--- src/rtl/sim_ctrl_pkg.sv ---
// Shared types for the simulation run-control / memory-dump sequencer.
package sim_ctrl_pkg;

  localparam int CNT_W = 32;

  typedef enum logic [2:0] {
    IDLE,
    RUN,
    DRAIN,
    DUMP,
    DONE
  } state_t;

endpackage

--- src/rtl/sim_dump_fifo.sv ---
// Two-entry output buffer of {index, last, data}; absorbs the one-cycle RAM
// latency and consumer back-pressure so reads can be issued back to back.
module sim_dump_fifo #(
  parameter int DATA_WIDTH = 32,
  parameter int ADDR_WIDTH = 9
) (
  input  logic                  clk,
  input  logic                  reset,
  input  logic                  push,
  input  logic [ADDR_WIDTH-1:0] push_index,
  input  logic                  push_last,
  input  logic [DATA_WIDTH-1:0] push_data,
  input  logic                  pop,
  output logic [1:0]            count,
  output logic [ADDR_WIDTH-1:0] head_index,
  output logic                  head_last,
  output logic [DATA_WIDTH-1:0] head_data
);

  typedef struct packed {
    logic [ADDR_WIDTH-1:0] idx;
    logic                  last;
    logic [DATA_WIDTH-1:0] data;
  } ent_t;

  ent_t mem [2];
  logic wp, rp;
  logic wr_ok, rd_ok;

  assign rd_ok = pop && (count != 2'd0);
  assign wr_ok = push && ((count != 2'd2) || rd_ok);

  always_ff @(posedge clk) begin
    if (!reset) begin
      mem[0] <= '0;
      mem[1] <= '0;
      wp     <= 1'b0;
      rp     <= 1'b0;
      count  <= 2'd0;
    end else begin
      if (wr_ok) begin
        mem[wp] <= '{idx: push_index, last: push_last, data: push_data};
        wp      <= ~wp;
      end
      if (rd_ok) rp <= ~rp;
      case ({wr_ok, rd_ok})
        2'b10:   count <= count + 2'd1;
        2'b01:   count <= count - 2'd1;
        default: count <= count;
      endcase
    end
  end

  assign head_index = mem[rp].idx;
  assign head_last  = mem[rp].last;
  assign head_data  = mem[rp].data;

endmodule

--- src/rtl/sim_run_dump_ctrl.sv ---
// Gates the CPU for one run (halt or cycle budget), waits for stores to drain,
// then streams a window of data RAM out as a valid/ready word stream.
module sim_run_dump_ctrl
  import sim_ctrl_pkg::*;
#(
  parameter int          DATA_WIDTH   = 32,
  parameter int          ADDR_WIDTH   = 9,
  parameter int unsigned DUMP_BASE    = 0,
  parameter int unsigned DUMP_WORDS   = 512,
  parameter int unsigned MAX_CYCLES   = 5000,
  parameter int unsigned DRAIN_CYCLES = 8,
  parameter bit          HALT_EN      = 1'b1
) (
  input  logic                  clk,
  input  logic                  reset,
  input  logic                  start,
  input  logic                  halt,
  output logic                  cpu_enable,
  output logic                  mem_rd_en,
  output logic [ADDR_WIDTH-1:0] mem_rd_addr,
  input  logic [DATA_WIDTH-1:0] mem_rd_data,
  output logic                  dump_valid,
  input  logic                  dump_ready,
  output logic [DATA_WIDTH-1:0] dump_data,
  output logic [ADDR_WIDTH-1:0] dump_index,
  output logic                  dump_last,
  output logic                  busy,
  output logic                  done,
  output logic                  timed_out,
  output logic [CNT_W-1:0]      cycle_count
);

  localparam int CW1 = CNT_W + 1;
  localparam int IW  = $clog2(DUMP_WORDS + 1);
  localparam logic [CW1-1:0] MAXC = CW1'(MAX_CYCLES);

  state_t                state, state_nx;
  logic [CNT_W-1:0]      cyc;
  logic [CW1-1:0]        cyc_nx;
  logic                  to_q;
  int unsigned           drain_cnt;
  logic [ADDR_WIDTH-1:0] rd_addr, pend_addr;
  logic [IW-1:0]         issued;
  logic                  pend, pend_last;
  logic                  halt_hit, budget_hit, pop, issue, f_last;
  logic [1:0]            f_cnt, in_use;

  assign cyc_nx     = {1'b0, cyc} + 1'b1;
  assign halt_hit   = HALT_EN && halt;
  assign budget_hit = (cyc_nx == MAXC);

  // A word popped this cycle frees its slot for a read issued this cycle.
  assign pop    = dump_valid && dump_ready;
  assign in_use = f_cnt + {1'b0, pend} - {1'b0, pop};
  assign issue  = (state == DUMP) && (issued != IW'(DUMP_WORDS)) && (in_use < 2'd2);

  always_comb begin
    state_nx = state;
    case (state)
      IDLE, DONE: if (start) state_nx = RUN;
      RUN:        if (halt_hit || budget_hit) state_nx = (DRAIN_CYCLES == 0) ? DUMP : DRAIN;
      DRAIN:      if (drain_cnt + 1 >= DRAIN_CYCLES) state_nx = DUMP;
      DUMP:       if (pop && f_last) state_nx = DONE;
      default:    state_nx = IDLE;
    endcase
  end

  always_ff @(posedge clk) begin
    if (!reset) begin
      state     <= IDLE;
      cyc       <= '0;
      to_q      <= 1'b0;
      drain_cnt <= 0;
      rd_addr   <= '0;
      issued    <= '0;
      pend      <= 1'b0;
      pend_addr <= '0;
      pend_last <= 1'b0;
    end else begin
      state <= state_nx;
      pend  <= issue;
      case (state)
        IDLE, DONE: if (start) begin
          cyc       <= '0;
          to_q      <= 1'b0;
          drain_cnt <= 0;
          rd_addr   <= ADDR_WIDTH'(DUMP_BASE);
          issued    <= '0;
        end
        RUN: begin
          if (cyc != '1) cyc <= cyc + 1'b1;
          if (budget_hit && !halt_hit) to_q <= 1'b1;
        end
        DRAIN: drain_cnt <= drain_cnt + 1;
        DUMP: if (issue) begin
          rd_addr   <= rd_addr + 1'b1;
          issued    <= issued + 1'b1;
          pend_addr <= rd_addr;
          pend_last <= (issued == IW'(DUMP_WORDS - 1));
        end
        default: ;
      endcase
    end
  end

  sim_dump_fifo #(
    .DATA_WIDTH(DATA_WIDTH),
    .ADDR_WIDTH(ADDR_WIDTH)
  ) u_fifo (
    .clk       (clk),
    .reset     (reset),
    .push      (pend),
    .push_index(pend_addr),
    .push_last (pend_last),
    .push_data (mem_rd_data),
    .pop       (pop),
    .count     (f_cnt),
    .head_index(dump_index),
    .head_last (f_last),
    .head_data (dump_data)
  );

  assign dump_valid  = (f_cnt != 2'd0);
  assign dump_last   = f_last && dump_valid;
  assign mem_rd_en   = issue;
  assign mem_rd_addr = rd_addr;
  assign cpu_enable  = (state == RUN);
  assign busy        = (state == RUN) || (state == DRAIN) || (state == DUMP);
  assign done        = (state == DONE);
  assign timed_out   = to_q;
  assign cycle_count = cyc;

endmodule

--- config.mk ---
export PLATFORM = sky130hd
export DESIGN_NAME = sim_run_dump_ctrl
export DESIGN_NICKNAME = d
export VERILOG_FILES = /design/src/rtl/sim_ctrl_pkg.sv /design/src/rtl/sim_dump_fifo.sv /design/src/rtl/sim_run_dump_ctrl.sv
export SDC_FILE = /design/constraint.sdc
export NUM_CORES = 1
export LEC_CHECK = 0
export ABC_CLOCK_PERIOD_IN_PS = 9900
export CAP_MARGIN = 20
export CORE_MARGIN = 2
export CORE_UTILIZATION = 43
export CTS_CLUSTER_DIAMETER = 100
export DETAILED_ROUTE_END_ITERATION = 16
export HOLD_SLACK_MARGIN = 0.12
export PLACE_DENSITY_LB_ADDON = 0.2
export SKIP_LAST_GASP = 1
export SYNTH_ARGS = -nofsm -noshare
export SYNTH_HDL_FRONTEND = slang
export SYNTH_SLANG_ARGS = --single-unit
export TNS_END_PERCENT = 10
--- constraint.sdc ---
create_clock -name clk -period 9.9 [get_ports clk]
set_input_delay 1.98 -clock clk [delete_from_list [all_inputs] [get_ports clk]]
set_output_delay 1.98 -clock clk [all_outputs]
set_load 0.02 [all_outputs]
==> reports/qor.txt <==
Setup_tns: 0 ps
Share of cells above drive strength 1: 9.91%
Post-synth net total: 1080
Die width: 154 um
CP required: 7920 ps
Status: complete, no violations
Async SR Flop Fraction: 0%
RSZ-0062 raised after global routing: no
Clock share of power: 34.8%
Ys flop type: dfxtp_1
EDFF count, synth: 84
Gr ovfl total: 0
Worst reg2reg path depth: 9
Peak VDD IR: 0.112 mV
Fin crit share: 64.6%
Combinational cell fraction of total power: 22.1%
Minimum clock period after layout: 6390 ps
Pin count of the biggest net entering global routing: 74
CTS Hold Bufs: 0
Post-DR wirelength/cell: 16.0 um
Leak Pwr: 4.14 nW
H-tree depth: 4
Num ports: 126
First-pass GRT wire length: 36.8 mm
Synth-to-layout area growth: 21.4%
ANT nets after route: 0
Drt drc: 0
Cell Area, Synth: 9620 um2
Setup violators final: 0
Site Rows: 54
Layout net count: 1161
Final slew viol count: 0
Total Power: 2.02 mW
Synth Register Bits: 187
Die footprint: 23600 um2
Post-Syn Area per Cell: 9.29 um2
Commonest non-fill, non-tap cell in the layout: clkdlybuf4s50_1
Final HPWL DP: 14.6 mm
Sequential fraction of the synthesis area: 47.6%
Final hold viol count: 0
Starting DRT DRC Count: 494
Pre-antenna DRT Iters: 5
Skew final: 15.2 ps
Number of port buffers: 125
Antenna violations before repair: 0
Clock Root Buffer: clkbuf_16
YS warnings: 0
Via count: 7828
Fmax: 156 MHz
Relative slew slack: 30.7%
Critical Setup Path Class: input pin to output port
Power per cell area: 173 nW/um2
WP depth: 9
Data arrival time of the worst path: 4410 ps
Worst Hold Class: flip-flop to flip-flop
Resize count post-CTS: 0
Critical Path End Type: output port
P_int: 1.35 mW
Max stage delay on crit path: 630 ps
Reg clk slew, reported paths: 80 ps
Reg power frac: 43.1%
Top sig layer: met4
Top-area cell type share of the netlist area: 26.2%
Worst Hold Path Cells: 2
Post-layout util: 53.4%
Net Sw Frac: 33.1%
Most frequent cells in the layout: clkdlybuf4s50_1 (125), dfxtp_1 (102), nor2_1 (98)
Top cells by area, synth: edfxtp_1 (26%), dfxtp_1 (21%), and2_1 (6.0%)
CTS Buf Count: 17
WL met1: 10.5 mm
Diode count: 0
Critical path buffers and inverters: 4
Vias in the first global route: 7273
WL met3: 1.29 mm
Met2 wire length: 10.5 mm
Synth Instances: 1036
Worst-Skew Late Latency: 440 ps
CTS sink cnt: 187
Gpl congestion: 0.819
Max clock buf depth: 2
Initial Utilization: 44.0%
Highest net fanout along the worst path: 16
Distinct cell type count of the synthesized netlist: 60
Dominant cell type by area after synthesis: edfxtp_1
Largest delay share family, worst path: buffers and inverters
WL final: 22.6 mm
Core area: 21900 um2
Crit-path cells: clkdlybuf4s50_1, nand2_1, inv_1, ha_1, nor2b_1, xnor2_1, or2_2, inv_1, clkdlybuf4s50_1
Startpoint types: input pin
Die Y: 154 um
Slowest CP cell: clkdlybuf4s50_1
GRT Total Usage: 18.9%
Setup bufs post-CTS: 0
CTS tree: done
Vias per std cell: 5.55
Max-Cap Viols: 0
Pin slew with the least headroom to its limit: 1040 ps
Net switching power: 0.668 mW
==> stage by stage <==
stage	cells	setup slack (ps)	instance area [um2]	hold WS (ps)
final	1410	3510	11700	463
after global routing	1410	3320	11700	497
after CTS	1409	3500	11700	467
after detailed placement	1377	3520	11000	456
after global placement	1377	3560	11000	450
after floorplan	1036	4240	9620	440
==> worst paths after layout <==
path                start            to  slack [ps]
max            dump_ready     mem_rd_en        3510
min reg2reg  pend_addr[6]  pend_addr[6]         460
max reg2reg  drain_cnt[0]      state[0]        6460
min          pend_addr[6]  pend_addr[6]         460
==> per-layer routing <==
metal  vias up  GRT usage, %
met5         -             0
met4         0          5.37
met3        24          3.47
met2       208          30.6
met1      3701          26.0
li1       3895             -
==> worst min-delay path: cells and delay by family, from the launching register on <==
kind / cells / cell delay (ps)
DFF: 1 / 320
AOI/OAI and AO/OA: 1 / 50
and+or+nand+nor: 1 / 50
==> kinds of logic after synthesis <==
logic type | Yosys count | synth area share (%)
buffers and inverters | 87 | 3.61
multiplexers | 54 | 6.15
AO/OA/AOI/OAI | 201 | 12.3
AND/OR/NAND/NOR | 461 | 25.8
XOR/XNOR | 39 | 3.55
adder cells (fa/ha/maj) | 7 | 0.910
flip-flops | 187 | 47.6
==> synthesized netlist by cell type, types with 8 or more instances <==
cell type  instances
mux2i_1           13
or3_1             16
nand2_1           83
a31oi_1           13
nor3_1            31
and2_1            93
dfxtp_1          103
inv_1             12
xor2_1            17
edfxtp_1          84
xnor2_1           22
clkbuf_1          62
a21oi_1           83
mux2_2            41
nand4_1           31
a311oi_1           8
buf_2             11
and3_1            22
nor2_1            98
o21ai_0           51
nand3_1           32
==> area by class of cell <==
cell class	count	area, um2
repair buffers	136	1350
clock buffers	17	425
inverters	13	48.8
fillers	1988	10200
well taps	280	350
clock inverters	15	204
multi-input cells	762	4730
flip-flops and latches	187	4590
==> power by group through the flow <==
stage / clock network [mW] / registers, mW / logic, mW
after floorplan: 0 / 0.881 / 0.295
after global placement: 0 / 0.887 / 0.447
after detailed placement: 0 / 0.888 / 0.451
after CTS: 0.719 / 0.870 / 0.453
after global routing: 0.751 / 0.875 / 0.493
final: 0.703 / 0.870 / 0.447
==> flip-flops by register name, indices dropped and copies added, names as in the netlist, 2 cells and up, named ones only <==
register,flops
u_fifo.mem,84
cycle_count,32
drain_cnt,32
issued,10
mem_rd_addr,9
pend_addr,9
state,3
u_fifo.count,2
No activity file was read; power rests on OpenSTA's default activity.
